### config.mk
export PLATFORM = sky130hd
export DESIGN_NAME = mul_wb_stage
export DESIGN_NICKNAME = d
export VERILOG_FILES = /design/src/rtl/mul_wb_stage.sv
export SDC_FILE = /design/constraint.sdc
export NUM_CORES = 1
export LEC_CHECK = 0
export CAP_MARGIN = 40
export CORE_MARGIN = 1.5
export CORE_UTILIZATION = 55
export DETAILED_ROUTE_END_ITERATION = 6
export GPL_TIMING_DRIVEN = 1
export PLACE_DENSITY = 0.81
export SLEW_MARGIN = 20
export SYNTH_ARGS = -nofsm -noshare
export SYNTH_HDL_FRONTEND = slang
export SYNTH_SLANG_ARGS = --single-unit
### constraint.sdc
create_clock -name clk -period 5.9 [get_ports clk]
set_input_delay 0.885 -clock clk [delete_from_list [all_inputs] [get_ports clk]]
set_output_delay 0.885 -clock clk [all_outputs]
set_load 0.02 [all_outputs]
### src/rtl/mul_wb_stage.sv
// mul_wb_stage
// ------------
// Writeback stage for the pipelined 32x32 multiplier in the MUL slot.
// Each accepted issue is tracked through the multiplier's fixed latency in a
// delay line of {valid, op, rd, corr}. The tail entry lines up with the
// unsigned 64-bit product on prod_in. The signed high-half correction is
// subtracted, the result half is selected, and the result is registered
// onto the register-file write port.
//
// Handshake: both sides are valid-only. An issue is taken in any cycle with
// issue_valid=1 and flush=0; there is no ready/stall path. The write port
// pulses wb_valid for exactly one cycle per retired op, and the register
// file always accepts it.
//
// Ports
//   clk, rst_n        rising-edge clock, synchronous active-low reset
//   issue_valid       op presented to the multiplier this cycle
//   issue_op          00 MUL, 01 MULH, 10 MULHSU, 11 MULHU
//   issue_rd          destination register tag
//   issue_a, issue_b  operands, identical to the multiplier inputs
//   flush             kill every in-flight op
//   prod_in           unsigned 64-bit product from the multiplier
//   wb_valid/rd/data  registered register-file write port
//   busy              ops in flight or a write pending on the port
//   inflight_cnt      number of valid delay-line entries
module mul_wb_stage #(
  parameter int MUL_LAT = 10,
  parameter int CNT_W   = $clog2(MUL_LAT + 2)
) (
  input  logic             clk,
  input  logic             rst_n,
  input  logic             issue_valid,
  input  logic [1:0]       issue_op,
  input  logic [4:0]       issue_rd,
  input  logic [31:0]      issue_a,
  input  logic [31:0]      issue_b,
  input  logic             flush,
  input  logic [63:0]      prod_in,
  output logic             wb_valid,
  output logic [4:0]       wb_rd,
  output logic [31:0]      wb_data,
  output logic             busy,
  output logic [CNT_W-1:0] inflight_cnt
);

  localparam logic [1:0] OP_MUL    = 2'b00;
  localparam logic [1:0] OP_MULH   = 2'b01;
  localparam logic [1:0] OP_MULHSU = 2'b10;

  // Delay line; index 0 is the newest entry, MUL_LAT-1 is aligned with prod_in.
  logic [MUL_LAT-1:0] r_vld;
  logic [1:0]         r_op   [MUL_LAT];
  logic [4:0]         r_rd   [MUL_LAT];
  logic [31:0]        r_corr [MUL_LAT];

  logic             r_wb_valid;
  logic [4:0]       r_wb_rd;
  logic [31:0]      r_wb_data;
  logic [CNT_W-1:0] r_cnt;

  logic        w_issue;
  logic        w_tail_vld;
  logic        w_retire;
  logic [31:0] w_a_term;
  logic [31:0] w_b_term;
  logic [31:0] w_corr;
  logic [31:0] w_result;

  assign w_issue    = issue_valid & ~flush;
  assign w_tail_vld = r_vld[MUL_LAT-1];
  // A retire in the flush cycle is suppressed as well.
  assign w_retire   = w_tail_vld & ~flush;

  // The multiplier treats both operands as unsigned. For a negative signed
  // operand x, x_signed = x_unsigned - 2^32, so the high half of the signed
  // product is the unsigned high half minus the other operand for each
  // negative signed operand. The adder carry-out is intentionally dropped.
  assign w_a_term = issue_a[31] ? issue_b : 32'd0;
  assign w_b_term = issue_b[31] ? issue_a : 32'd0;

  always_comb begin
    w_corr = 32'd0;
    case (issue_op)
      OP_MULH:   w_corr = w_a_term + w_b_term;
      OP_MULHSU: w_corr = w_a_term;
      default:   w_corr = 32'd0;
    endcase
  end

  always_comb begin
    w_result = prod_in[63:32] - r_corr[MUL_LAT-1];
    if (r_op[MUL_LAT-1] == OP_MUL) begin
      w_result = prod_in[31:0];
    end
  end

  always_ff @(posedge clk) begin
    if (!rst_n) begin
      r_vld      <= '0;
      r_wb_valid <= 1'b0;
      r_wb_rd    <= 5'd0;
      r_wb_data  <= 32'd0;
      r_cnt      <= '0;
      for (int i = 0; i < MUL_LAT; i++) begin
        r_op[i]   <= 2'd0;
        r_rd[i]   <= 5'd0;
        r_corr[i] <= 32'd0;
      end
    end else begin
      // Shift the delay line; a flush clears every valid bit at this edge.
      for (int i = MUL_LAT - 1; i > 0; i--) begin
        r_vld[i]  <= r_vld[i-1] & ~flush;
        r_op[i]   <= r_op[i-1];
        r_rd[i]   <= r_rd[i-1];
        r_corr[i] <= r_corr[i-1];
      end
      r_vld[0]  <= w_issue;
      r_op[0]   <= issue_op;
      r_rd[0]   <= issue_rd;
      r_corr[0] <= w_corr;

      // wb_rd/wb_data hold their last values when nothing retires.
      r_wb_valid <= w_retire;
      if (w_retire) begin
        r_wb_rd   <= r_rd[MUL_LAT-1];
        r_wb_data <= w_result;
      end

      // Issue and retire in the same cycle cancel; the count cannot exceed
      // MUL_LAT because a full line always retires from its tail.
      if (flush) begin
        r_cnt <= '0;
      end else if (w_issue && !w_tail_vld) begin
        r_cnt <= r_cnt + CNT_W'(1);
      end else if (!w_issue && w_tail_vld) begin
        r_cnt <= r_cnt - CNT_W'(1);
      end
    end
  end

  assign wb_valid     = r_wb_valid;
  assign wb_rd        = r_wb_rd;
  assign wb_data      = r_wb_data;
  assign inflight_cnt = r_cnt;
  assign busy         = (r_cnt != '0) | r_wb_valid;

endmodule

==> summary.txt, run 1 <==
Outcome
  • Status: finished clean

Setup path
  • R2r setup slk: 2.78 ns
  • CP dominant cell by count: a21oi_1
  • Slowest cell on crit path: clkdlybuf4s50_1
  • Critical Path RT: 6.33 ns
  • CP peak stage delay: 0.79 ns
  • FF-to-FF path depth: 12
  • Critical path data arrival time: 4.39 ns
  • CP cell instances: clkdlybuf4s50_1 -> buf_4 -> and2_1 -> ha_1 -> a21oi_1 -> nor2b_1 -> a21oi_1 -> or4_1 -> o211a_1 -> a21oi_2 -> nor2_1 -> o21ai_1 -> xor2_1 -> a22o_1
  • Crit end category: flip-flop
  • FF-to-FF Start: r_corr[9][1]
  • Critical path type: in2reg
  • Max FO, Critical Path: 26
  • Reg2reg end: wb_data[31]
  • Worst Setup Start Kind: primary input

Global route
  • Largest net degree at the start of global routing: 122
  • Global-route wire length before repair: 50200 µm
  • Via count of the first global-routing pass: 10800
  • Layer with the highest usage: met2
  • Total track usage: 19.2%
  • Met1 Use GR: 24.8%
  • Global routing met2 resource utilization: 32.4%
  • Antenna violations before repair: 1
  • M3 GR Usage: 3.50%
  • Total gr overflow: 0

Yosys
  • Flops & latches, synth: 442
  • Most common flop cell mapped by yosys: dfxtp_1
  • Post-Syn Area per Cell: 9.84 µm²
  • Post-synth EDFFs: 0
  • Ys async rst share: 0%
  • Distinct cell type count after synthesis: 74
  • Mapped Area: 16800 µm²
  • Syn nets: 1920
  • Yosys warnings: 0
  • Post-Syn Instances: 1712
  • Sequential fraction of the synthesis area: 52.5%

Clock tree
  • CTS HTree Levels: 2
  • Hold-fix buffers, CTS: 0
  • Inserted Clock Buffers: 41
  • Post-CTS setup buffer count: 0
  • Longest Clk Path Bufs: 3
  • CTS tree: done
  • Clock transition at path regs: 0.06 ns
  • CTS root buf: clkbuf_16
  • Worst-Skew Late Latency: 0.53 ns
  • Clock sinks: 442
  • CTS resizes: 0

Finish
  • Ant. Diodes: 0
  • Fillers: 2253
  • Nets: 2066
  • Layout area overhead: 20.1%
  • Layout cell share with drive strength beyond 1: 5.10%
  • Multi-input gate area: 7460 µm²
  • FF/Latch Area: 8850 µm²
  • Final Non-Filler Cells: 2274

Timing
  • RSZ-0062 raised after global routing: false
  • Final worst-path cycle share: 67.2%
  • Setup TNS Final: 0 ns
  • Final hold vios: 0
  • Max transition margin: 47.7%
  • Clock skew: 0.00855 ns
  • Fin crit period: 3.96 ns
  • Slew Viols, Final: 0
  • Worst Tran Pin Value: 0.785 ns
  • FMAX: 252 MHz
  • Setup violators final: 0

Floorplanning
  • Die span in x: 178 µm
  • Initial Util: 56.4%
  • DIE HEIGHT: 178 µm
  • FP Rows: 63
  • I/O Pins: 182
  • Core Area: 29900 µm²
  • Full die area: 31700 µm²

Drt
  • Via count: 11500
  • Starting DRT DRC Count: 575
  • Iteration count of the initial detailed-routing pass: 5
  • DR WL/cell: 13.5 µm
  • Final ANT Viol Nets: 0
  • Avg Vias per Cell: 5.07
  • DRC: 0
  • WL final: 30700 µm

Min path
  • Hold endpoint: r_corr[9][22]
  • Hold Crit Class: reg2reg
  • Worst hold start: r_corr[8][22]
  • Worst hold stages: 1

Place
  • Dpl cells: 2204
  • Port buffer count: 181
  • HPWL Detailed: 21200 µm
  • GP Congestion: 0.897

Power
  • Pint: 0.00473 W
  • Logic pwr share: 7.9%
  • LEAKAGE: 8.18 nW
  • VDD IR-drop max: 0.000192 V
  • P per Cell Area: 299 nW/µm²
  • Flop pwr share: 50.0%
  • Switching Share: 21.6%
  • Switching Power: 0.00130 W
  • Clock Power Share: 42.2%

Run
  • Max-cap violation count: 0
## critical path: cells and delay by family
family / cells / cell delay [ns]
compound gates: 6 / 0.95
fa+ha+maj: 1 / 0.35
simple gates: 4 / 0.93
buf+inv: 2 / 1.19
xor+xnor: 1 / 0.09
## registers in the layout (all words and copies together), names as in the netlist
signal and flops:
wb_valid 1, inflight_cnt 4, r_vld 10, r_op 20, wb_rd 5, r_corr 320
r_rd 50, wb_data 32
## how the worst max path moves through the flow
| stage | from | to | slack [ns] |
|---|---|---|---|
| CTS | issue_b[31] | r_corr[0][27] | 1.96 |
| floorplan | issue_a[31] | r_corr[0][24] | 2.25 |
| global placement | issue_b[31] | r_corr[0][27] | 1.39 |
| detailed placement | issue_b[31] | r_corr[0][27] | 1.39 |
| global route | issue_b[31] | r_corr[0][27] | 1.62 |
| finish | issue_b[31] | r_corr[0][27] | 1.94 |
## layer usage
metal / part of all wire, % / wire length, µm
met1: 45 / 13900
met2: 45 / 13800
met3: 7.5 / 2290
met4: 2.1 / 641
met5: 0 / 0
## kinds of logic after synthesis
kind of cell	count (synthesis)	synth area share, %
AO/OA/AOI/OAI	302	11.9
XOR/XNOR	68	3.54
adder cells (fa/ha/maj)	69	5.26
buffers and inverters	135	3.17
flip-flops	442	52.5
multiplexers	1	0.0594
AND/OR/NAND/NOR	695	23.6
## cell usage after synthesis (all sizes together), types with 7 or more instances
cell	number	share of area, %
a311oi	12	0.62
nand4	11	0.41
a22oi	16	0.71
nor2b	10	0.37
o21ai	71	2.1
nor2	69	1.6
a22o	11	0.57
inv	47	1.0
a21oi	88	2.7
and3	7	0.26
nand2b	11	0.41
xnor2	44	2.3
nand2	96	2.1
ha	66	4.9
nand3	27	0.80
nor4bb	11	0.65
a31oi	13	0.48
clkbuf	75	1.7
dfxtp	442	53
buf	12	0.42
o21bai	9	0.40
nor3	11	0.33
o211ai	8	0.36
xor2	24	1.2
and2	429	16
o21a	9	0.40
a21o	28	1.2
## placed cells by master (no fill, tap or decap), types with 6 or more instances in the layout
cell / count
xor2_1: 24
nand2b_1: 11
nand4_1: 11
nand2_1: 96
and3_1: 7
ha_1: 66
o21bai_1: 9
o211ai_1: 8
a21o_1: 28
o21ai_1: 6
a22o_1: 11
a31oi_1: 13
nor3_1: 11
a22oi_1: 16
nor2b_1: 10
nand3_1: 27
a21oi_1: 86
o21ai_0: 64
and2_1: 423
clkbuf_16: 41
xnor2_1: 44
a311oi_1: 12
o21a_1: 9
clkbuf_1: 9
inv_1: 47
dfxtp_1: 442
clkdlybuf4s50_1: 180
nor2_1: 66
buf_4: 7
nor4bb_1: 11
## per-stage QoR
step	worst slack [ns]	utilization (%)	total power [W]	instance area, µm²	hold slack, ns
global route	1.62	67.7	0.00627	20200	0.431
CTS	1.96	67.6	0.00610	20200	0.424
detailed placement	1.39	63.1	0.00355	18900	0.412
global placement	1.39	63.1	0.00355	18800	0.411
floorplan	2.25	-	0.00338	16800	0.406
finish	1.94	67.7	0.00604	20200	0.425
## cell type report
type / count / share of cell area, %
Tap cell: 390 / 2.41
Multi-Input combinational cell: 1135 / 36.9
Sequential cell: 442 / 43.8
Inverter: 48 / 0.891
Timing Repair Buffer: 190 / 9.46
Clock buffer: 55 / 5.58
Clock inverter: 14 / 0.984
## power groups by stage
stage	Clock [W]	Combinational (W)	Sequential, W
after floorplan	0	0.000299	0.00308
after global placement	0	0.000468	0.00308
after detailed placement	0	0.000470	0.00308
after CTS	0.00262	0.000473	0.00301
after global routing	0.00273	0.000526	0.00302
final	0.00255	0.000475	0.00301
No activity file was read; power rests on OpenSTA's default activity.
==> run 2, diff against run 1 <==
- clock period: 5.9 -> 3.7 ns (I/O delays scaled with it)
==> summary.txt, run 2 (synthesis results as in run 1) <==
Outcome
  • Status: finished clean

Global route
  • Global routing met2 resource utilization: 32.9%
  • Total track usage: 19.3%
  • Total gr overflow: 0
  • Via count of the first global-routing pass: 10900
  • Largest net degree at the start of global routing: 374
  • Global-route wire length before repair: 50500 µm
  • Met1 Use GR: 25.1%
  • Layer with the highest usage: met2
  • Antenna violations before repair: 0
  • M3 GR Usage: 3.11%

Floorplanning
  • Full die area: 31700 µm²
  • Die span in x: 178 µm
  • FP Rows: 63
  • Initial Util: 56.4%
  • I/O Pins: 182
  • Core Area: 29900 µm²
  • DIE HEIGHT: 178 µm

Drt
  • DR WL/cell: 13.5 µm
  • Avg Vias per Cell: 5.09
  • Via count: 11700
  • Iteration count of the initial detailed-routing pass: 4
  • Starting DRT DRC Count: 687
  • WL final: 31200 µm
  • DRC: 0
  • Final ANT Viol Nets: 0

Setup path
  • Crit end category: flip-flop
  • Critical path data arrival time: 3.62 ns
  • Worst Setup Start Kind: primary input
  • Critical Path RT: 4.11 ns
  • Max FO, Critical Path: 27
  • Critical path type: in2reg

Timing
  • RSZ-0062 raised after global routing: false
  • Setup violators final: 0
  • Final hold vios: 0
  • Final worst slack: 0.492 ns
  • Final hold slack: 0.424 ns
  • FMAX: 312 MHz
  • Final worst-path cycle share: 86.7%
  • Fin crit period: 3.21 ns
  • Worst Tran Pin Value: 0.966 ns
  • Setup TNS Final: 0 ns
  • Clock skew: 0.0132 ns
  • Max transition margin: 35.6%
  • Slew Viols, Final: 0

Clock tree
  • Clock transition at path regs: 0.07 ns
  • Inserted Clock Buffers: 39
  • Post-CTS setup buffer count: 0
  • Clock sinks: 442
  • Longest Clk Path Bufs: 3
  • Worst-Skew Late Latency: 0.52 ns
  • CTS tree: done
  • CTS resizes: 0
  • Hold-fix buffers, CTS: 0
  • CTS root buf: clkbuf_16
  • CTS HTree Levels: 2

Finish
  • Nets: 2089
  • Final Non-Filler Cells: 2302
  • Commonest cells after routing, fill and taps aside: dfxtp_1 (442), and2_1 (423), clkdlybuf4s50_1 (180)
  • Ant. Diodes: 0
  • Layout area overhead: 21.1%
  • Largest register by flop count: r_corr
  • Most common cell after layout, fill and taps aside: dfxtp_1
  • Max reg flops: 320
  • Layout cell share with drive strength beyond 1: 6.59%

Power
  • LEAKAGE: 8.30 nW
  • VDD IR-drop max: 0.000334 V
  • P per Cell Area: 472 nW/µm²

Place
  • HPWL Detailed: 21800 µm
  • Pre-CTS WS: -0.00600 ns
  • Dpl cells: 2230
  • Port buffer count: 181
  • GP Congestion: 0.918

Min path
  • Hold Crit Class: reg2reg

Run
  • Max-cap violation count: 0
-- run 2: critical path, stage by stage --
cell and delay (ns):
clkdlybuf4s50_1 0.48, buf_4 0.24, and2_1 0.19, ha_1 0.40, a21o_1 0.19, a21oi_1 0.05
or4_1 0.50, o211a_1 0.16, a21oi_2 0.23, nor2_1 0.12, o21ai_1 0.21, xor2_1 0.10
a22o_1 0.20
-- run 2: layer usage --
metal | part of all wire, % | vias to the layer above
li1 | - | 6026
met1 | 45 | 5253
met2 | 46 | 370
met3 | 7.2 | 61
met4 | 2.3 | 0
met5 | 0 | -
-- run 2: report_power, final --
group	total (W)	internal (W)	leakage, nW	switching, W
combinational	0.000779	0.000386	4.08	0.000393
clock	0.00403	0.00238	0.656	0.00165
sequential	0.00481	0.00480	3.57	0.00000883
-- run 2: stage by stage --
stage	power, W	instance area (µm²)	util [%]
after floorplan	0.00539	16800	-
after global placement	0.00568	19100	63.8
after detailed placement	0.00568	19100	63.8
after CTS	0.00973	20400	68.3
after global routing	0.00999	20400	68.3
final	0.00962	20400	68.3
-- run 2: path summary, 6_finish.rpt --
| kind | start | depth (start not counted) | end | slack (ns) |
|---|---|---|---|---|
| hold reg to reg | r_op[0][17] | 1 | r_op[0][19] | 0.42 |
| setup reg to reg | r_corr[9][0] | 13 | wb_data[22] | 0.61 |
| setup / recovery | issue_b[31] | 13 | r_corr[0][27] | 0.49 |
| hold / removal | r_op[0][17] | 1 | r_op[0][19] | 0.42 |
-- run 2: final cells by class --
type | count | area (µm²)
clock buffers | 59 | 1190
clock inverters | 13 | 143
fillers | 2290 | 9480
inverters | 48 | 180
multi-input cells | 1135 | 7460
flip-flops and latches | 442 | 8850
well taps | 390 | 488
repair buffers | 215 | 2080
==> patch 1 (settings of run 2) <==
Change the parameter `MUL_LAT` from 10 to 20.
--- a/src/rtl/mul_wb_stage.sv
+++ b/src/rtl/mul_wb_stage.sv
@@ -24,7 +24,7 @@
 //   busy              ops in flight or a write pending on the port
 //   inflight_cnt      number of valid delay-line entries
 module mul_wb_stage #(
-  parameter int MUL_LAT = 10,
+  parameter int MUL_LAT = 20,
   parameter int CNT_W   = $clog2(MUL_LAT + 2)
 ) (
   input  logic             clk,
Ports: changed (resized inflight_cnt); port bits go from 182 to 183. No check against the original RTL was run, so the function may have changed too.
==> patch 1 against run 2 <==
- total power rose by 89%
- global-route usage shrank 0.19 points
- clock skew up 0.0030 ns
- register-to-register slack improved by 0.05 ns
- routed wire length is 59% higher
- synthesized area up 64%
- sequential cell count increased by 401
- hold slack got worse by 0.037 ns
- design area rose by 62%
- largest power group unchanged
- sequential share of layout area up 7.8 points
- setup slack lost 0.0091 ns
- critical path depth is 1 lower
==> patch 1: results (changes against run 2) <==
| Metric | Value |
|---|---|
| First-pass GRT wire length | `79600 um (+58%)` |
| Final WL | `49500 um (+59%)` |
| Vias in the first global route | `17100 (+57%)` |
| Port bufs | `182 (+0.55%)` |
| Synth cell types | `73 (-1.4%)` |
| Synth Warn # | `0 (unchanged)` |
| Worst-margin pin slew | `0.835 ns (-0.132 ns)` |
| GR Util All Layers | `19.1% (-0.19 points)` |
| Initial antenna violation count | `0 (unchanged)` |
| HP Class | `primary input to flop` |
| CP peak stage delay | `0.53 ns (+0.03 ns)` |
| Post-CTS Resized | `0 (unchanged)` |
| Final std cells w/o fill | `3486 (+51%)` |
| Critical path's slowest cell | `clkdlybuf4s50_1` |
| CP top delay family | `compound AO/OA/AOI/OAI gates` |
| CTS H-tree lvls | `3 (+1)` |
| Nets | `2961 (+42%)` |
| Ranking of synthesized cells by area | `dfxtp_1 (61%), and2_1 (19%), ha_1 (3.0%), clkbuf_1 (1.8%), a21oi_1 (1.4%)` |
| Post-synthesis sequential area ratio | `61.0% (+8.4 points)` |
| Dpl cells | `3342 (+50%)` |
| Crit-path max FO | `30 (+11%)` |
| Worst-path clk slew | `0.06 ns` |
| Syn Nets | `2777 (+45%)` |
| Cell Rows | `82 (+30%)` |
| Setup TNS | `0 ns (unchanged)` |
| Pre-Repair DR Iteration Count | `5 (+1)` |
| Fillers | `3754 (+64%)` |
| Mean Syn Cell Area | `10.8 um2 (+9.6%)` |
| Async S/R FF share, synth | `0% (unchanged)` |
| Largest net degree at the start of global routing | `304 (-19%)` |
| GPL Wtd Cong | `0.870 (-5.2%)` |
| Starting DRC count in detailed routing | `834 (+21%)` |
| Clk_lat worst skew | `0.59 ns (+0.07 ns)` |
| Biggest regs | `r_corr (640), r_rd (100), r_op (40)` |
| Layout cells sized above 1 | `7.11% (+0.52 points)` |
| Postcts setup bufs | `0 (unchanged)` |
| Final Hold Fails | `0 (unchanged)` |
| Clock Tree Root | `clkbuf_16` |
| Clock skew | `0.0163 ns (+0.00304 ns)` |
| Worst EP arrival | `3.75 ns (+0.13 ns)` |
| Via density | `4.91 (-3.5%)` |
| Status | `finished clean` |
| CTS max path bufs | `3 (unchanged)` |
| Synth top cells by count | `dfxtp_1 (843), and2_1 (826), clkbuf_1 (130)` |
| DPL Wire Length | `32300 um (+48%)` |
| CTS Buf Count | `78 (+100%)` |
| Maximum vdd ir drop | `0.313 mV (-6.4%)` |
| Net Switching | `3.71 mW (+81%)` |
| Leak | `13.8 nW (+66%)` |
[patch 1: cell count changes after synthesis, moves of 8 or more]
cell / before / now
o211a_1: 1 / 13
o211ai_1: 8 / 17
a21oi_1: 86 / 78
nand4_1: 11 / 21
a311oi_1: 12 / 2
and2_1: 423 / 826
nor2_1: 68 / 45
nand2_1: 96 / 88
clkbuf_1: 74 / 130
dfxtp_1: 442 / 843
a21boi_0: 1 / 10
[patch 1: logic make-up (layout without fill, tap and decap cells)]
| logic type | Yosys count | after routing | share of synthesized area (%) |
|---|---|---|---|
| buf+inv | 191 | 436 | 2.63 |
| fa+ha+maj | 71 | 71 | 3.28 |
| mux | 2 | 2 | 0.0723 |
| xor+xnor | 60 | 60 | 1.93 |
| compound gates | 318 | 318 | 7.68 |
| other cells | 0 | 1 | 0 |
| simple gates | 1083 | 1083 | 23.4 |
| flops | 843 | 843 | 61.0 |
[patch 1: per-stage QoR]
| step | area, um2 | setup slack (ns) | hold WS (ns) |
|---|---|---|---|
| floorplan | 27700 | 0.00882 | 0.406 |
| global placement | 30300 | -0.0573 | 0.408 |
| detailed placement | 30300 | -0.130 | 0.413 |
| CTS | 33000 | 0.509 | 0.368 |
| global route | 33000 | 0.187 | 0.404 |
| finish | 33000 | 0.483 | 0.387 |
[patch 1: worst paths after layout]
path                              from                        end  slack [ns]  cells after the start
min reg2reg  r_corr[0][591]$_SDFF_PN0_  r_corr[0][623]$_SDFF_PN0_        0.42                      1
max                        issue_b[31]   r_corr[0][28]$_SDFF_PN0_        0.48                     12
max reg2reg  r_corr[0][608]$_SDFF_PN0_   wb_data[12]$_SDFFE_PN0P_        0.66                     13
min                              rst_n   wb_data[17]$_SDFFE_PN0P_        0.39                      2
[patch 1: power groups by stage]
stage	Clock [mW]	Combinational, mW	Sequential (mW)
2_1_floorplan	0	0.520	9.33
3_3_place_gp	0	0.886	9.33
3_5_place_dp	0	0.891	9.33
4_1_cts	8.32	0.898	9.13
5_1_grt	8.71	0.987	9.13
6_report	8.12	0.896	9.13
[patch 1: layer usage]
layer	vias up	global-route usage, %	share of wire (%)
li1	8703	-	-
met1	7946	21.1	42
met2	375	35.2	50
met3	94	3.73	4.9
met4	0	9.02	3.5
met5	-	0	0
[patch 1: layout make-up]
cell class / instances / area [um2] / share of cell area [%]
tap: 672 / 841 / 2.55
antenna: 1 / 2.50 / 0.00759
multi-input combinational: 1534 / 10100 / 30.6
clock buffer: 109 / 2250 / 6.82
clock inverter: 32 / 422 / 1.28
sequential: 843 / 16900 / 51.2
timing repair buffer: 241 / 2310 / 7.02
inverter: 54 / 203 / 0.614
==> patch 2 (settings of run 2) <==
Without the edit above. Add an input register stage for `issue_a`, with the module's reset; this delays it by one clock. The other inputs are not delayed to match.
--- a/src/rtl/mul_wb_stage.sv
+++ b/src/rtl/mul_wb_stage.sv
@@ -47,6 +47,16 @@
   localparam logic [1:0] OP_MULH   = 2'b01;
   localparam logic [1:0] OP_MULHSU = 2'b10;
 
+  logic [31:0] issue_a_q;
+
+  always_ff @(posedge clk) begin
+    if (!rst_n) begin
+      issue_a_q <= '0;
+    end else begin
+      issue_a_q <= issue_a;
+    end
+  end
+
   // Delay line; index 0 is the newest entry, MUL_LAT-1 is aligned with prod_in.
   logic [MUL_LAT-1:0] r_vld;
   logic [1:0]         r_op   [MUL_LAT];
@@ -75,8 +85,8 @@
   // operand x, x_signed = x_unsigned - 2^32, so the high half of the signed
   // product is the unsigned high half minus the other operand for each
   // negative signed operand. The adder carry-out is intentionally dropped.
-  assign w_a_term = issue_a[31] ? issue_b : 32'd0;
-  assign w_b_term = issue_b[31] ? issue_a : 32'd0;
+  assign w_a_term = issue_a_q[31] ? issue_b : 32'd0;
+  assign w_b_term = issue_b[31] ? issue_a_q : 32'd0;
 
   always_comb begin
     w_corr = 32'd0;
Function: same outputs for any inputs over 10 cycles, from zero or initial values and one cycle with rst_n low; that may be too few to reach the edited logic, so the function may still have changed.
==> patch 2 against run 2 <==
- design area increased by 5.9%
- total power rose by 8.7%
- sequential cell count rose by 32
- routed wire length up 17%
- clock power up 13%
- setup slack lost 0.20 ns
- sequential share of layout area is 0.56 points higher
- die area increased by 5.8%
- synthesized area up 5.9%
==> patch 2: results (changes against run 2) <==
| Metric | Value |
|---|---|
| Status | `finished clean` |
| Vias in the first global route | `12159 (+12%)` |
| Setup WS pre-CTS | `-0.125 ns (-0.119 ns)` |
| Starting DRC count in detailed routing | `558 (-19%)` |
| Final hold slack | `0.428 ns (+0.00412 ns)` |
| CTS H-tree lvls | `2 (unchanged)` |
| Clock Tree Root | `clkbuf_16` |
| Critical path launch point | `issue_a_q[31]$_SDFF_PN0_` |
| Ranking of synthesized cells by area | `dfxtp_1 (53%), and2_1 (16%), ha_1 (4.6%), a21oi_1 (2.2%), xnor2_1 (2.0%)` |
| GR Util All Layers | `21.8% (+2.5 points)` |
| Maximum vdd ir drop | `0.435 mV (+30%)` |
| Biggest regs | `r_corr (320), r_rd (50)` |
| HP Class | `flop to flop` |
| Worst-path clk slew | `0.06 ns` |
| Tcrit/Tclk final | `92.1% (+5.4 points)` |
| Post-CTS Resized | `0 (unchanged)` |
| Dpl cells | `2320 (+4.0%)` |
| Layout cells sized above 1 | `7.55% (+0.96 points)` |
| Worst-margin pin slew | `0.973 ns (+0.00658 ns)` |
| Post-synthesis sequential area ratio | `53.2% (+0.69 points)` |
| GPL Wtd Cong | `0.901 (-1.8%)` |
| First-pass GRT wire length | `59000 um (+17%)` |
| Final std cells w/o fill | `2401 (+4.3%)` |
| Min-delay src | `r_corr[0][149]$_SDFF_PN0_` |
| Crit-path max FO | `35 (+30%)` |
| Initial antenna violation count | `1 (+1)` |
| Async S/R FF share, synth | `0% (unchanged)` |
| Post-DP Area | `0.0201 mm2 (+5.4%)` |
| Leak | `8.88 nW (+7.0%)` |
| Via density | `5.13 (+0.84%)` |
| R2R Setup Slk | `0.29 ns (-0.32 ns)` |
| Worst EP arrival | `3.84 ns (+0.22 ns)` |
| Clk_lat worst skew | `0.54 ns (+0.02 ns)` |
| Largest net degree at the start of global routing | `307 (-18%)` |
| DPL Wire Length | `26000 um (+19%)` |
| Clock skew | `0.0150 ns (+0.00178 ns)` |
| DRC viols | `0 (unchanged)` |
| Mean Syn Cell Area | `9.99 um2 (+1.5%)` |
| Final WL | `36500 um (+17%)` |
| Fillers | `2409 (+5.2%)` |
| Synth cell types | `78 (+5.4%)` |
| ANT nets after route | `0 (unchanged)` |
| Nets | `2173 (+4.0%)` |
| Port bufs | `181 (unchanged)` |
| Syn Nets | `1992 (+3.8%)` |
| CTS max path bufs | `3 (unchanged)` |
| Postcts setup bufs | `0 (unchanged)` |
| CTS Buf Count | `46 (+18%)` |
| Pre-Repair DR Iteration Count | `5 (+1)` |
| Synth Warn # | `0 (unchanged)` |
| Diode count | `0 (unchanged)` |
| Synth top cells by count | `dfxtp_1 (474), and2_1 (453), nand2_1 (90)` |
patch 2: cell count changes after synthesis, sizes merged, moves of 16 or more:
| cell | run 2 | this run |
|---|---|---|
| and2 | 429 | 462 |
| dfxtp | 442 | 474 |
| nand3 | 27 | 43 |
| nor2 | 69 | 50 |
patch 2: report_power, final:
part	switching [mW]	internal (mW)
Sequential	0.0230	5.15
Clock	1.90	2.66
Combinational	0.362	0.351
Total	2.29	8.16
patch 2: kinds of logic after synthesis:
| logic type | after synthesis | share of synthesized area (%) |
|---|---|---|
| compound gates | 302 | 11.4 |
| simple gates | 724 | 23.6 |
| buf+inv | 148 | 3.47 |
| fa+ha+maj | 69 | 4.96 |
| mux | 3 | 0.168 |
| flops | 474 | 53.2 |
| xor+xnor | 65 | 3.19 |
patch 2: final cells by class:
class | count | area, um2 | area share, %
Inverter | 56 | 210 | 0.973
Clock buffer | 57 | 1220 | 5.66
Timing Repair Buffer | 225 | 2160 | 10.0
Clock inverter | 24 | 283 | 1.31
Tap cell | 402 | 503 | 2.33
Multi-Input combinational cell | 1163 | 7730 | 35.8
Sequential cell | 474 | 9490 | 43.9
patch 2: per-stage QoR:
stage                     util, %  power, mW
final                        68.1       10.5
after global routing         68.1       10.9
after CTS                    68.1       10.6
after detailed placement     63.3       6.00
after global placement       63.3       5.99
after floorplan                 -       5.68
patch 2: final timing paths:
path,to,cells after the start
max,r_corr[0][30]$_SDFF_PN0_,12
min,r_corr[0][181]$_SDFF_PN0_,1
max reg2reg,r_corr[0][30]$_SDFF_PN0_,12
min reg2reg,r_corr[0][181]$_SDFF_PN0_,1
patch 2: layer usage:
layer / routed length, um / track usage (%) / share of wire, %
met1: 15200 / 25.4 / 42
met2: 17600 / 39.2 / 48
met3: 2310 / 4.23 / 6.3
met4: 1370 / 8.95 / 3.8
met5: 11 / 0 / 0.030
patch 2: worst max-delay path, cell delays in order, from the launching register on:
cell	delay, ns
dfxtp_1	0.52
buf_4	0.37
and2_1	0.23
ha_1	0.26
a21oi_1	0.21
a21oi_1	0.08
a311oi_2	0.33
o31a_2	0.24
a31oi_4	0.13
a311o_2	0.46
a41oi_2	0.23
xor2_1	0.16
o21ai_1	0.07
